===== config.mk =====
export PLATFORM = sky130hd
export DESIGN_NAME = dff_bank_arbiter
export DESIGN_NICKNAME = d
export VERILOG_FILES = /design/src/rtl/dff_bank_arbiter.sv
export SDC_FILE = /design/constraint.sdc
export NUM_CORES = 1
export LEC_CHECK = 0
export ABC_AREA = 1
export ABC_CLOCK_PERIOD_IN_PS = 3100
export CAP_MARGIN = 20
export CORE_UTILIZATION = 52
export CTS_BUF_LIST = sky130_fd_sc_hd__clkbuf_16
export CTS_CLUSTER_SIZE = 24
export DETAILED_ROUTE_END_ITERATION = 8
export PLACE_DENSITY = 0.84
export SYNTH_ARGS = -nofsm -noshare
export SYNTH_HDL_FRONTEND = slang
export SYNTH_SLANG_ARGS = --single-unit

===== constraint.sdc =====
create_clock -name clk -period 3.1 [get_ports clk]
set_clock_uncertainty 0.1 [all_clocks]
set_input_delay 0.62 -clock clk [delete_from_list [all_inputs] [get_ports clk]]
set_output_delay 0.62 -clock clk [all_outputs]
set_load 0.02 [all_outputs]

===== src/rtl/dff_bank_arbiter.sv =====
// dff_bank_arbiter
//   Owns a WIDTH-bit flop bank and gives two requesters shared write access
//   to it. Each command is one of LOAD, PRESET, CLEAR or TOGGLE. A round-robin
//   arbiter accepts one command at a time. The FSM then applies it in one
//   EXEC cycle, pulses done and idles for HOLD_CYCLES before the next grant.
//
//   Ports
//     clk, reset            clock; asynchronous active-low reset
//     reqN_valid/op/data    requester N command (op: 00 LOAD, 01 PRESET,
//                           10 CLEAR, 11 TOGGLE; data = value or toggle mask)
//     reqN_ready            requester N command accepted this cycle
//     q                     flop bank contents
//     busy                  command in EXEC or HOLD
//     done, done_id         one-cycle pulse after EXEC, and the requester it serves
//     q_parity              XOR of q, registered with q (DFF_BANK_PARITY_EN only)
//
//   Optional build macro: DFF_BANK_PARITY_EN adds the q_parity output.
module dff_bank_arbiter #(
    parameter int WIDTH       = 8,
    parameter int HOLD_CYCLES = 2
) (
    input  logic             clk,
    input  logic             reset,
    input  logic             req0_valid,
    input  logic [1:0]       req0_op,
    input  logic [WIDTH-1:0] req0_data,
    output logic             req0_ready,
    input  logic             req1_valid,
    input  logic [1:0]       req1_op,
    input  logic [WIDTH-1:0] req1_data,
    output logic             req1_ready,
    output logic [WIDTH-1:0] q,
    output logic             busy,
    output logic             done,
    output logic             done_id
`ifdef DFF_BANK_PARITY_EN
    ,
    output logic             q_parity
`endif
);

    localparam logic [1:0] S_IDLE = 2'd0;
    localparam logic [1:0] S_EXEC = 2'd1;
    localparam logic [1:0] S_HOLD = 2'd2;

    localparam logic [1:0] OP_LOAD   = 2'b00;
    localparam logic [1:0] OP_PRESET = 2'b01;
    localparam logic [1:0] OP_CLEAR  = 2'b10;
    localparam logic [1:0] OP_TOGGLE = 2'b11;

    localparam int CW = (HOLD_CYCLES > 1) ? $clog2(HOLD_CYCLES + 1) : 1;

    typedef struct packed {
        logic [1:0]       op;
        logic [WIDTH-1:0] data;
        logic             id;
    } cmd_t;

    logic [1:0]       state;
    logic [CW-1:0]    cnt;
    logic             last;
    logic             grant;
    logic             accept;
    cmd_t             cmd;
    logic [WIDTH-1:0] q_next;

    // Tie goes to the requester that was not served last; a lone valid wins.
    always_comb begin
        grant = 1'b0;
        if (req0_valid && req1_valid) grant = ~last;
        else if (req1_valid)          grant = 1'b1;
    end

    // Gating with reset keeps both ready signals low while reset is held.
    assign req0_ready = reset && (state == S_IDLE) && req0_valid && !grant;
    assign req1_ready = reset && (state == S_IDLE) && req1_valid &&  grant;
    assign accept     = req0_ready || req1_ready;
    assign busy       = (state == S_EXEC) || (state == S_HOLD);

    always_comb begin
        q_next = q;
        case (cmd.op)
            OP_LOAD:   q_next = cmd.data;
            OP_PRESET: q_next = '1;
            OP_CLEAR:  q_next = '0;
            OP_TOGGLE: q_next = q ^ cmd.data;
            default:   q_next = q;
        endcase
    end

    always_ff @(posedge clk or negedge reset) begin
        if (!reset) begin
            state   <= S_IDLE;
            cnt     <= '0;
            last    <= 1'b1;
            cmd     <= '0;
            q       <= '0;
            done    <= 1'b0;
            done_id <= 1'b0;
`ifdef DFF_BANK_PARITY_EN
            q_parity <= 1'b0;
`endif
        end else begin
            done <= 1'b0;
            case (state)
                S_IDLE: begin
                    if (accept) begin
                        cmd.op   <= grant ? req1_op   : req0_op;
                        cmd.data <= grant ? req1_data : req0_data;
                        cmd.id   <= grant;
                        last     <= grant;
                        state    <= S_EXEC;
                    end
                end
                S_EXEC: begin
                    q       <= q_next;
`ifdef DFF_BANK_PARITY_EN
                    q_parity <= ^q_next;
`endif
                    done    <= 1'b1;
                    done_id <= cmd.id;
                    if (HOLD_CYCLES > 0) begin
                        cnt   <= CW'(HOLD_CYCLES);
                        state <= S_HOLD;
                    end else begin
                        state <= S_IDLE;
                    end
                end
                S_HOLD: begin
                    cnt <= cnt - CW'(1);
                    if (cnt == CW'(1)) state <= S_IDLE;
                end
                default: state <= S_IDLE;
            endcase
        end
    end

endmodule


==> impl_metrics.csv <==
group,metric,value,unit
yosys,synth-seq-cells,26,
timing,finalSetupTns,0,ps
yosys,synthArstFlopShare,100.0,%
global_route,grt_start_max_net_pins,27,
timing,relSlewSlack,62.07,%
cells_and_area,fill_cells,205,
drt,drtIter0Drc,47,
min_path,hp-class,"flop to flop",
drt,drc_errors,0,
clock_tree,cts_setup_buffers,0,
drt,vias_per_cell,5.097,
pwr,ir_worst_vdd,0.7455,mV
global_route,grt_antenna_before_repair,0,
clock_tree,cts-resized-gates,0,
placed_design,postPlaceCellArea,0.001810,mm2
yosys,synth-simple-area-share,30.56,%
drt,dr.pass1.iters,4,
yosys,synth.most_common_cell,"nand2_1",
yosys,synthMuxAreaShare,0,%
placed_design,place_ws,259.6,ps
placed_design,gp_congestion,0.7701,
yosys,synth_top_family_by_area,"simple AND/OR/NAND/NOR gates",
drt,antenna_left,0,
critical_path,crit_arrival,2120,ps
drt,wirelength,3169,um
yosys,yosys.cell_types.count,21,
timing,fin_ws,257.9,ps
floorplanning,io-pin-count,37,
global_route,gr-usage-all-layers,22.77,%
pwr,p_leak,0.9777,nW
floorplanning,core,0.002567,mm2
critical_path,crit_fanout,11,
clock_tree,clk_pin_slew,60,ps
yosys,ys_seq_area_share,44.23,%
yosys,yosys-top-cells-area,"dfrtp_1 (42%), nand2_1 (22%), nand2_2 (4.7%), inv_1 (4.3%), o21bai_1 (3.6%)",
cells_and_area,areaGrowthSynthToFinish,28.18,%
cells_and_area,diodes,0,
cells_and_area,seqCellArea,651.9,um2
critical_path,end_kind,"output pin",
cells_and_area,drive_gt1_share,10.53,%
critical_path,critical_path_required,2380,ps
clock_tree,cts_tree,"done",
yosys,synth.cell_area,0.001474,mm2
yosys,synth_fa_ha_area_share,3.396,%
floorplanning,fp.dieW,55.24,um
timing,finalCritPeriodShare,91.68,%
clock_tree,cts_buffer_depth,2,
cells_and_area,nets,257,
timing,worst_pin_slew,568.9,ps
placed_design,portBuffers,36,
clock_tree,cts.sinks,26,
yosys,synthXorXnorAreaFrac,0,%
yosys,syn_area_per_cell,7.597,um2
status,status,"complete, no violations",
yosys,synthCells,194,
timing,min_period,2842,ps
clock_tree,htreeDepth,1,
cells_and_area,finalInstanceArea,0.001889,mm2
global_route,grt_pass1_vias,1344,
floorplanning,initial_utilization,57.41,%
yosys,yosys-top-cells-count,"nand2_1 (86), dfrtp_1 (25), inv_1 (17)",
floorplanning,die_h,55.24,um
placed_design,post-dp-hpwl,2361,um
yosys,netlist.top_cell.by_area,"dfrtp_1",
drt,vias,1315,
clock_tree,cts_root_buffer,"clkbuf_16",
clock_tree,clk_latency,260,ps
timing,setup_viol,0,
cells_and_area,post-route-util,73.59,%
clock_tree,cts_hold_buf,0,
timing,fmax,0.3518,GHz
yosys,synth_top_cell_area_share,42.44,%
floorplanning,num_rows,18,
critical_path,worstSetupPathType,"input port to output pin",
yosys,synth.net_count,222,
timing,rsz0062_at_grt,"no",
flow_run,max-cap-violations,0,
critical_path,cp-start-kind,"input port",
timing,drv_slew,0,
global_route,grt_pass1_wl,5658,um
yosys,synth_compound_area_share,11.12,%
pwr,power.density,953.8,mW/mm2
timing,hold_viol_final,0,
yosys,ys_warn_count,0,
global_route,grt_remaining_overflow,0,
floorplanning,die_area,0.003051,mm2
drt,wl_per_cell,12.28,um
yosys,synth_flop_cell,"dfrtp_1",
yosys,synth-edff-count,0,
cells_and_area,multi_input_area,664.4,um2
clock_tree,cts_made_buffers,3,
-- per-stage QoR --
step / total power (W) / instances / hold slack [ps]
after floorplan: 0.001245 / 194 / 224.4
after global placement: 0.001474 / 254 / 356.9
after detailed placement: 0.001522 / 254 / 377.2
after CTS: 0.001812 / 258 / 391.4
after global routing: 0.001940 / 258 / 406.9
final: 0.001802 / 258 / 387.8
-- registers in the layout, indices dropped and copies added (netlist names) --
name     cells
cmd         11
cnt          2
done         1
done_id      1
last         1
q            8
state        2
-- placed cells by master (no fill, tap or decap) --
| master | count |
|---|---|
| nand3_1 | 9 |
| dfstp_2 | 1 |
| clkdlybuf4s50_1 | 36 |
| nand2_1 | 86 |
| nor2_1 | 1 |
| a21oi_2 | 1 |
| inv_2 | 3 |
| dfrtp_1 | 25 |
| a31oi_1 | 1 |
| o21ai_1 | 8 |
| clkinv_1 | 1 |
| nand2_2 | 11 |
| a21oi_1 | 9 |
| nor3_2 | 1 |
| inv_1 | 17 |
| buf_4 | 2 |
| ha_1 | 4 |
| o21bai_1 | 7 |
| clkbuf_16 | 3 |
| o21bai_2 | 1 |
| inv_4 | 1 |
-- power breakdown --
group	internal, W	leakage (nW)	total, W	switching, W
combinational	0.000372	0.627	0.000843	0.000471
clock	0.000172	0.0385	0.000280	0.000108
sequential	0.000503	0.313	0.000678	0.000175
-- layer usage --
metal | wire length (um) | GRT usage (%)
met4 | 27 | 5.000
met5 | 0 | 0
met3 | 95 | 4.918
met1 | 1402 | 26.77
met2 | 1644 | 42.17
-- final timing paths --
check,start,endpoint,slack [ps],cells past startpoint
worst max-delay path,req0_valid,req0_ready,260,6
worst min-delay path,last,last,390,2
worst max register to register,state[1],q[3],1390,6
worst min register to register,last,last,390,2
max in group asynchronous,reset,last,1860,2
min in group asynchronous,reset,cmd[8],730,2
-- worst max-delay path, cell delays in order --
cell and delay (ps):
clkdlybuf4s50_1 470, nand2_1 60, nand2_2 170, inv_2 80, nor3_2 100, clkdlybuf4s50_1 620
-- kinds of logic (layout without fill, tap and decap cells) --
family,after synthesis,count (layout)
AND/OR/NAND/NOR,108,108
AO/OA/AOI/OAI,27,27
adder cells (fa/ha/maj),4,4
flip-flops,26,26
buffers and inverters,29,63
-- final cells by class --
class / instances / share of cell area (%)
Multi-Input combinational cell: 139 / 35.17
Clock buffer: 3 / 3.974
Timing Repair Buffer: 38 / 19.87
Tap cell: 30 / 1.987
Clock inverter: 1 / 0.1987
Inverter: 21 / 4.305
Sequential cell: 26 / 34.50
No activity file was read; power rests on OpenSTA's default activity.
